==> config.mk <==
export PLATFORM = sky130hd
export DESIGN_NAME = spi_flash_byte_reader_flat
export DESIGN_NICKNAME = d
export VERILOG_FILES = /design/src/rtl/spi_flash_byte_reader_pkg.sv /design/src/rtl/spi_flash_byte_reader_if.sv /design/src/rtl/spi_flash_byte_reader_sclk_gen.sv /design/src/rtl/spi_flash_byte_reader.sv /design/src/flat_wrapper.sv
export SDC_FILE = /design/constraint.sdc
export NUM_CORES = 1
export LEC_CHECK = 0
export CORE_MARGIN = 1
export CORE_UTILIZATION = 49
export CTS_CLUSTER_DIAMETER = 30
export DETAILED_ROUTE_END_ITERATION = 8
export GPL_TIMING_DRIVEN = 0
export HOLD_SLACK_MARGIN = 0.05
export PLACE_DENSITY_LB_ADDON = 0.25
export RECOVER_POWER = 100
export SYNTH_ARGS = -nofsm -noshare
export SYNTH_HDL_FRONTEND = slang
export SYNTH_SLANG_ARGS = --single-unit
==> constraint.sdc <==
create_clock -name clk -period 1.55 [get_ports clk]
set_input_delay 0.155 -clock clk [delete_from_list [all_inputs] [get_ports clk]]
set_output_delay 0.155 -clock clk [all_outputs]
set_load 0.02 [all_outputs]
==> src/rtl/spi_flash_byte_reader_pkg.sv <==
// Shared constants, FSM state type and sizing helper for the SPI flash byte reader.
package spi_flash_pkg;

  localparam logic [7:0] OP_READ      = 8'h03;
  localparam logic [7:0] OP_FAST_READ = 8'h0B;
  localparam int unsigned DUMMY_CYCLES = 8;

  typedef enum logic [2:0] {
    IDLE,
    SETUP,
    SHIFT,
    HOLD,
    FINISH
  } state_e;

  // Counter width able to hold 0..n-1, never narrower than one bit.
  function automatic int unsigned cnt_width(input int unsigned n);
    return (n > 1) ? $clog2(n) : 1;
  endfunction

endpackage

==> src/rtl/spi_flash_byte_reader_if.sv <==
// Request/response and SPI pin bundle for spi_flash_byte_reader.
interface spi_flash_byte_reader_if #(
  parameter int unsigned ADDR_W = 8,
  parameter int unsigned DATA_W = 8
);
  logic              start;
  logic [ADDR_W-1:0] address;
  logic              miso;
  logic              mosi;
  logic              sclk;
  logic              cs;
  logic [DATA_W-1:0] data_out;
  logic              done;

  // master: the reader itself; slave: control logic plus flash device.
  modport master (
    input  start, address, miso,
    output mosi, sclk, cs, data_out, done
  );

  modport slave (
    output start, address, miso,
    input  mosi, sclk, cs, data_out, done
  );
endinterface

==> src/rtl/spi_flash_byte_reader_sclk_gen.sv <==
// SCLK divider: produces the internal mode-0 clock level plus one-cycle rise/fall strobes.
module spi_sclk_gen
  import spi_flash_pkg::*;
#(
  parameter int unsigned CLK_DIV = 2
) (
  input  logic clk,
  input  logic rst,
  input  logic en,
  output logic sclk,
  output logic rise_tick,
  output logic fall_tick
);

  localparam int unsigned CntW = cnt_width(CLK_DIV);

  logic [CntW-1:0] cnt_q;
  logic            lvl_q;
  logic            wrap;

  assign wrap = en && (cnt_q == CntW'(CLK_DIV - 1));

  always_comb begin
    rise_tick = wrap && !lvl_q;
    fall_tick = wrap && lvl_q;
  end

  always_ff @(posedge clk) begin
    if (!rst || !en) begin
      cnt_q <= '0;
      lvl_q <= 1'b0;
    end else if (wrap) begin
      cnt_q <= '0;
      lvl_q <= ~lvl_q;
    end else begin
      cnt_q <= cnt_q + CntW'(1);
    end
  end

  assign sclk = lvl_q;

endmodule

==> src/rtl/spi_flash_byte_reader.sv <==
// SPI mode-0 master reading one byte from a NOR flash (READ, or FAST READ when
// SPI_FAST_READ_EN is defined). All pin outputs are registered from the FSM state.
module spi_flash_byte_reader
  import spi_flash_pkg::*;
#(
  parameter int unsigned CLK_DIV = 2,
  parameter int unsigned ADDR_W  = 8,
  parameter int unsigned DATA_W  = 8
) (
  input  logic                     clk,
  input  logic                     rst,
  spi_flash_byte_reader_if.master  bus
);

`ifdef SPI_FAST_READ_EN
  localparam logic [7:0]  OPCODE = OP_FAST_READ;
  localparam int unsigned GAP    = DUMMY_CYCLES;
`else
  localparam logic [7:0]  OPCODE = OP_READ;
  localparam int unsigned GAP    = 0;
`endif

  localparam int unsigned TOTAL = 8 + ADDR_W + GAP + DATA_W;
  localparam int unsigned BitW  = cnt_width(TOTAL);
  localparam int unsigned DivW  = cnt_width(CLK_DIV);

  state_e            state_q, state_d;
  logic [DivW-1:0]   div_q, div_d;
  logic [BitW-1:0]   bit_q, bit_d;
  logic [TOTAL-1:0]  sr_q, sr_d;
  logic [DATA_W-1:0] rx_q, rx_d;
  logic [DATA_W-1:0] data_q, data_d;
  logic              rise_q;
  logic              cs_q, sclk_q, mosi_q, done_q;
  logic              cs_c, mosi_c, done_c;
  logic              div_done;
  logic              gen_sclk, rise_tick, fall_tick;

  spi_sclk_gen #(
    .CLK_DIV(CLK_DIV)
  ) u_sclk_gen (
    .clk      (clk),
    .rst      (rst),
    .en       (state_q == SHIFT),
    .sclk     (gen_sclk),
    .rise_tick(rise_tick),
    .fall_tick(fall_tick)
  );

  assign div_done = (div_q == DivW'(CLK_DIV - 1));

  always_comb begin
    state_d = state_q;
    div_d   = div_q;
    bit_d   = bit_q;
    sr_d    = sr_q;
    rx_d    = rx_q;
    data_d  = data_q;
    cs_c    = 1'b1;
    mosi_c  = 1'b0;
    done_c  = 1'b0;

    // Outputs lag the internal level by one cycle, so sample miso one cycle after the tick.
    if (rise_q) begin
      rx_d = DATA_W'({rx_q, bus.miso});
    end

    unique case (state_q)
      IDLE: begin
        // done_q high means the FINISH cycle is still visible on the pins.
        if (bus.start && !done_q) begin
          sr_d    = {OPCODE, bus.address, {(GAP + DATA_W){1'b0}}};
          div_d   = '0;
          bit_d   = '0;
          rx_d    = '0;
          state_d = SETUP;
        end
      end
      SETUP: begin
        cs_c   = 1'b0;
        mosi_c = sr_q[TOTAL-1];
        if (div_done) begin
          div_d   = '0;
          state_d = SHIFT;
        end else begin
          div_d = div_q + DivW'(1);
        end
      end
      SHIFT: begin
        cs_c   = 1'b0;
        mosi_c = sr_q[TOTAL-1];
        if (fall_tick) begin
          sr_d  = sr_q << 1;
          bit_d = bit_q + BitW'(1);
          if (bit_q == BitW'(TOTAL - 1)) begin
            bit_d   = '0;
            state_d = HOLD;
          end
        end
      end
      HOLD: begin
        cs_c   = 1'b0;
        mosi_c = sr_q[TOTAL-1];
        if (div_done) begin
          div_d   = '0;
          state_d = FINISH;
        end else begin
          div_d = div_q + DivW'(1);
        end
      end
      FINISH: begin
        done_c  = 1'b1;
        data_d  = rx_q;
        state_d = IDLE;
      end
      default: state_d = IDLE;
    endcase
  end

  always_ff @(posedge clk) begin
    if (!rst) begin
      state_q <= IDLE;
      div_q   <= '0;
      bit_q   <= '0;
      sr_q    <= '0;
      rx_q    <= '0;
      data_q  <= '0;
      rise_q  <= 1'b0;
      cs_q    <= 1'b1;
      sclk_q  <= 1'b0;
      mosi_q  <= 1'b0;
      done_q  <= 1'b0;
    end else begin
      state_q <= state_d;
      div_q   <= div_d;
      bit_q   <= bit_d;
      sr_q    <= sr_d;
      rx_q    <= rx_d;
      data_q  <= data_d;
      rise_q  <= rise_tick;
      cs_q    <= cs_c;
      sclk_q  <= gen_sclk;
      mosi_q  <= mosi_c;
      done_q  <= done_c;
    end
  end

  assign bus.cs       = cs_q;
  assign bus.sclk     = sclk_q;
  assign bus.mosi     = mosi_q;
  assign bus.done     = done_q;
  assign bus.data_out = data_q;

endmodule

==> src/flat_wrapper.sv <==
// flat-port wrapper written by rule: the top's interface ports become plain ports
module spi_flash_byte_reader_flat import spi_flash_pkg::*;
#(
  parameter int unsigned CLK_DIV = 2,
  parameter int unsigned ADDR_W  = 8,
  parameter int unsigned DATA_W  = 8
)
  (clk, rst, bus_start, bus_address, bus_miso, bus_mosi, bus_sclk, bus_cs, bus_data_out, bus_done);
  spi_flash_byte_reader_if #(.ADDR_W(ADDR_W), .DATA_W(DATA_W)) bus_i ();
  input  logic clk;
  input  logic rst;
  input wire logic [$bits(bus_i.start)-1:0] bus_start;
  input wire logic [$bits(bus_i.address)-1:0] bus_address;
  input wire logic [$bits(bus_i.miso)-1:0] bus_miso;
  output wire logic [$bits(bus_i.mosi)-1:0] bus_mosi;
  output wire logic [$bits(bus_i.sclk)-1:0] bus_sclk;
  output wire logic [$bits(bus_i.cs)-1:0] bus_cs;
  output wire logic [$bits(bus_i.data_out)-1:0] bus_data_out;
  output wire logic [$bits(bus_i.done)-1:0] bus_done;
  assign bus_i.start = bus_start;
  assign bus_i.address = bus_address;
  assign bus_i.miso = bus_miso;
  assign bus_mosi = bus_i.mosi;
  assign bus_sclk = bus_i.sclk;
  assign bus_cs = bus_i.cs;
  assign bus_data_out = bus_i.data_out;
  assign bus_done = bus_i.done;
  spi_flash_byte_reader #(.CLK_DIV(CLK_DIV), .ADDR_W(ADDR_W), .DATA_W(DATA_W)) u_core (.clk(clk), .rst(rst), .bus(bus_i));
endmodule
==> results of run 1 <==
[synth_stat cells (2+ instances only)]
library cell  instances
inv_1                 3
and3_1                2
nor3b_1               2
nand4b_1              2
o211a_1               8
buf_6                 3
mux2i_1              23
buf_1                 2
nor2_1               20
o211ai_1              8
buf_2                 3
o21ai_0               2
or2_2                 2
o22ai_1               8
clkbuf_1              7
dfxtp_1              48
a41oi_1               2
o221a_2               2
and2_1                2
nand2_1              15
a311oi_1              2
a21oi_1               2
nand3_1               5
[power breakdown]
part	switching (mW)	internal (mW)
sequential	0.0230	1.27
clock	0.394	0.569
combinational	0.115	0.115
total	0.532	1.95
[cell families after synthesis]
kind of cell             synth area share [%]
adder cells (fa/ha/maj)                 0.648
XOR/XNOR                                0.908
multiplexers                             11.9
AO/OA/AOI/OAI                            16.5
AND/OR/NAND/NOR                          15.4
buffers and inverters                    4.86
flip-flops                               49.8
[layout by cell type (no fill, tap or decap), types with 3 or more instances in the layout]
cell type,n
o22ai_1,8
clkbuf_8,7
dfxtp_1,47
mux2i_1,23
clkdlybuf4s50_1,22
nand2_1,15
inv_1,3
o211a_1,8
nand3_1,4
clkbuf_1,6
o211ai_1,8
nor2_1,20
buf_2,3
buf_6,5
[routing by layer]
metal,global-route usage [%],share of wire [%]
met3,5.11,4.4
met1,23.8,48
met5,0,0
met4,6.67,1.3
met2,32.2,47
[tightest hold or removal path, cell delays in order]
cell and delay (ps):
clkbuf_1 210, nand2_1 150, o22ai_1 70
[timing repair]
action	4_1_cts	5_1_grt
pin swaps	1	2
buffers inserted	2	1
gates resized for setup	5	7
setup endpoints to repair	13	24
gates cloned	1	0
[registers in the layout (all words and copies together) (netlist names), 3 cells and up]
signal and flops:
u_core.bus.data_out 8, u_core.rx_q 8, u_core.sr_q 16, u_core.state_q 3, u_core.bit_q 5
[worst paths after layout]
| path | from | end | slack (ps) |
|---|---|---|---|
| setup / recovery | u_core.state_q[1]$_SDFFE_PN0P_ | u_core.sr_q[17]$_SDFFE_PN0P_ | 70 |
| hold / removal | rst | u_core.sr_q[22]$_SDFFE_PN0P_ | 340 |
| setup reg to reg | u_core.state_q[1]$_SDFFE_PN0P_ | u_core.sr_q[17]$_SDFFE_PN0P_ | 70 |
| hold reg to reg | u_core.sr_q[23]$_SDFFE_PN0P_ | u_core.bus.mosi$_SDFF_PN0_ | 440 |
[cell type report]
| class | instances | area, um^2 |
|---|---|---|
| fillers | 319 | 1340 |
| flip-flops and latches | 48 | 962 |
| multi-input cells | 124 | 888 |
| repair buffers | 26 | 262 |
| clock buffers | 7 | 96.3 |
| plain buffers | 13 | 71.3 |
| well taps | 48 | 60.1 |
| clock inverters | 1 | 30.0 |
| inverters | 3 | 11.3 |
==> flow_summary.yaml, run 1 <==
placed_design:
  io_buffers: 22
  dp.cells: 260
  place_congestion: 0.780
  dp_slack_ps: -309
  placed_area_mm2: 0.00221
  dp_hpwl_um: 2580
layout:
  final_area_mm2: 0.00238
  final_util_pct: 64.1
  n_antenna_cell: 0
  area_growth_pct: 23.4
  fin_cells: 270
  finalNetCount: 234
  drive_gt1_share_pct: 13.1
sta:
  fin_crit_sh_pct: 95.6
  setup_viol: 0
  setup-tns-final_ps: 0
  period_needed_ps: 1480
  setup_slack_ps: 67.6
  finalClockSkew_ps: 5.28
  worst_pin_slew_ps: 574
  whs_ps: 338
  final-hold-violation-count: 0
  finalMaxSlewViolations: 0
  max_slew_margin_pct: 61.7
  clock.fmax_mhz: 675
clock_tree:
  clock_latency_ps: 300
  clkTransAtPathRegs_ps: 80
  htreeDepth: 2
  cts_root_buf: "clkbuf_8"
  cts_sinks: 48
  numCtsBuffers: 5
  ctsHoldBuffers: 0
  cts_tree: "built"
  clock_path_buffers: 2
global_route:
  grt_overflow: 0
  grt_max_degree: 15
  grt.total_usage_pct: 19.3
  grt_pass1_wl_um: 6220
  grt_pass1_vias: 1416
  antenna_found_initial: 0
yosys:
  synthArstFlopShare_pct: 0
  synth_edf_count: 0
  yosysWarningCount: 0
  synth.top_cell.area_share_pct: 49.8
  yosys.area.top_type: "dfxtp_1"
  synth_area_leaders: "dfxtp_1 50%, mux2i_1 12%, o211a_1 4.2%, nor2_1 3.9%, o211ai_1 3.1%"
  ys_types: 40
  syn-num-nets: 203
  syn-cell-area_mm2: 0.00193
  avgSynthCellArea_um2: 10.2
  ys.flop_type: "dfxtp_1"
  ys_ff_latch: 48
  ys_seq_area_share_pct: 49.8
  netlist_instances: 190
worst_setup_path:
  arrival_ps: 1730
  worst_path_most_repeated_cell: "buf_6"
  path_depth: 5
  cp-start-kind: "flip-flop"
  critical_path_buf_inv_count: 2
  crit_path_end_kind: "flip-flop"
  slowest_stage: "or3b_4"
  worstSetupPathType: "reg2reg"
  reg2reg_depth: 5
  max_stage_delay_ps: 400
  crit_family: "compound AO/OA/AOI/OAI gates"
  crit_chain: "buf_6 > or3b_4 > a21oi_4 > buf_6 > o221a_2"
  cp_max_fo: 6
  required_ps: 1790
pwr:
  p_leak_nw: 0.880
  ir_worst_vdd_v: 0.000605
  total_power_mw: 2.48
  powerDensity_mw_per_mm2: 1040
floorplan:
  die_area_mm2: 0.00419
  top_level_ports: 24
  start_util_pct: 51.9
  dieWidth_um: 64.8
  die_y_um: 64.8
  design.core.area_mm2: 0.00372
  core.rowCount: 22
route:
  routed_wl_um: 3720
  vias: 1493
  drc_errors: 0
  postRouteAntennaNets: 0
  routed_via_density: 5.53
  drtIter0Drc: 49
  wl_per_cell_um: 13.8
  dr.pass1.iters: 4
job:
  maxCapViolations: 0
worst_hold_path:
  hp-class: "in2reg"
  hold_depth: 3
run_status:
  status: "completed"
Note: power is estimated with default switching activity, not from simulation.
==> run 2, diff against run 1 <==
CTS_CLUSTER_SIZE = 12   (was default)
SETUP_SLACK_MARGIN = 0.5   (was default)
==> flow_summary.yaml, run 2 (synthesis gave the netlist of run 1 again) <==
route:
  vias: 1624
  wl_per_cell_um: 15.6
  postRouteAntennaNets: 0
  drc_errors: 0
  routed_via_density: 5.72
  drtIter0Drc: 94
  dr.pass1.iters: 4
  routed_wl_um: 4440
sta:
  clock.fmax_mhz: 641
  finalClockSkew_ps: 6.84
  max_slew_margin_pct: 61.0
  rsz0062_at_grt: "true"
  fin_crit_sh_pct: 101
  setup_viol: 1
  worst_pin_slew_ps: 584
  setup_slack_ps: -8.86
  period_needed_ps: 1560
  finalMaxSlewViolations: 0
  final-hold-violation-count: 0
clock_tree:
  cts_root_buf: "clkbuf_8"
  numCtsBuffers: 5
  clkTransAtPathRegs_ps: 90
  clock_path_buffers: 2
  clock_latency_ps: 300
  cts_sinks: 48
  htreeDepth: 2
  cts_tree: "built"
pwr:
  switching_power_uw: 580
  p_sw_share_pct: 22.8
  intPower_mw: 1.96
  total_power_mw: 2.54
  powerDensity_mw_per_mm2: 978
  clkPwrFrac_pct: 37.0
  pwr-share-seq_pct: 51.0
  p_leak_nw: 0.970
  p_comb_share_pct: 12.0
  ir_worst_vdd_v: 0.000528
layout:
  final_common_cell: "dfxtp_1"
  area_growth_pct: 34.6
  seqCellArea_um2: 966
  finalNetCount: 248
  multi_input_area_um2: 981
  largest_reg_flops: 16
  top_register: "u_core.sr_q"
  mostFrequentLayoutCells: "44 x dfxtp_1, 22 x mux2i_1, 17 x nor2_1"
  n_antenna_cell: 0
  fillers: 280
  drive_gt1_share_pct: 25.8
run_status:
  violations: "setup timing"
  status: "finished, violations left"
floorplan:
  die_area_mm2: 0.00419
  start_util_pct: 51.9
  core.rowCount: 22
  top_level_ports: 24
  dieWidth_um: 64.8
  design.core.area_mm2: 0.00372
  die_y_um: 64.8
placed_design:
  io_buffers: 22
  place_congestion: 0.854
  dp_slack_ps: -326
  dp_hpwl_um: 2710
global_route:
  grt.total_usage_pct: 22.2
  grt_pass1_vias: 1573
  grt_max_degree: 16
  antenna_found_initial: 0
  grt_overflow: 0
  grt_pass1_wl_um: 7030
worst_setup_path:
  worstSetupPathType: "reg2reg"
  cp_max_fo: 8
  required_ps: 1710
  arrival_ps: 1720
  cp-start-kind: "flip-flop"
  crit_path_end_kind: "flip-flop"
job:
  maxCapViolations: 0
worst_hold_path:
  hp-class: "in2reg"
-- run 2: cell types whose count changed in the layout (fill, tap and decap cells not counted), sizes merged --
cell           delta
clkbuf           +10
clkdlybuf4s50    -12
clkinv            +1
buf              +13
clkdlybuf4s25     +2
-- run 2: critical path, stage by stage (launching register included) --
cell and delay (ps):
dfxtp_2 320, buf_6 120, buf_4 130, buf_6 110, buf_12 120, buf_12 140
buf_8 130, a41oi_1 260, a311oi_2 90
-- run 2: per-stage QoR --
stage / instances / TNS (ps) / hold WS, ps / cell area (um^2) / util, %
final: 284 / -8.86 / 350 / 2600 / 69.9
after global routing: 284 / -121 / 359 / 2600 / 69.9
after CTS: 284 / 0 / 304 / 2570 / 69.1
after detailed placement: 260 / -5590 / 427 / 2220 / 59.7
after global placement: 260 / -4760 / 430 / 2220 / 59.7
after floorplan: 190 / 0 / 298 / 1940 / -
-- run 2: per-layer routing --
layer / up-vias / share of wire [%] / track usage [%]
met4: 0 / 3.2 / 10.8
li1: 777 / - / -
met3: 14 / 4.3 / 4.58
met5: - / 0 / 0
met2: 51 / 50 / 38.2
met1: 782 / 42 / 26.0
-- run 2: final cells by class --
type | count | share of cell area, %
tap | 48 | 2.31
inverter | 3 | 0.434
clock inverter | 2 | 1.49
sequential | 48 | 37.2
buffer | 15 | 4.92
multi-input combinational | 124 | 37.8
timing repair buffer | 38 | 12.7
clock buffer | 6 | 3.18
-- run 2: power by group through the flow --
| stage | Clock [mW] | Sequential [mW] | Combinational [mW] |
|---|---|---|---|
| 2_1_floorplan | 0 | 1.32 | 0.145 |
| 3_3_place_gp | 0 | 1.32 | 0.203 |
| 3_5_place_dp | 0 | 1.32 | 0.212 |
| 4_1_cts | 0.941 | 1.29 | 0.284 |
| 5_1_grt | 0.994 | 1.30 | 0.323 |
| 6_report | 0.939 | 1.30 | 0.304 |
-- run 2: worst paths after layout --
kind,slack (ps),end,cells after the start,start
setup / recovery,-9,u_core.bit_q[2]$_SDFFE_PN0P_,8,u_core.state_q[1]$_SDFFE_PN0P_
hold / removal,350,u_core.u_sclk_gen.sclk$_SDFFE_PP0N_,3,rst
setup reg to reg,-9,u_core.bit_q[2]$_SDFFE_PN0P_,8,u_core.state_q[1]$_SDFFE_PN0P_
hold reg to reg,440,u_core.bus.mosi$_SDFF_PN0_,2,u_core.sr_q[23]$_SDFFE_PN0P_
-- run 2: timing repair --
| item | CTS | global route |
|---|---|---|
| endpoints found under the setup margin | 59 | 48 |
| hold buffers | 0 | 0 |
| cloned | 2 | 0 |
| resized for setup | 79 | 15 |
| pin swaps | 9 | 10 |
| buffers inserted | 14 | 0 |
==> run 3, diff against run 2 <==
GPL_ROUTABILITY_DRIVEN = 0   (was default)
==> results of run 3 <==
The final DEF is identical to that of run 2; final timing and power are the same.
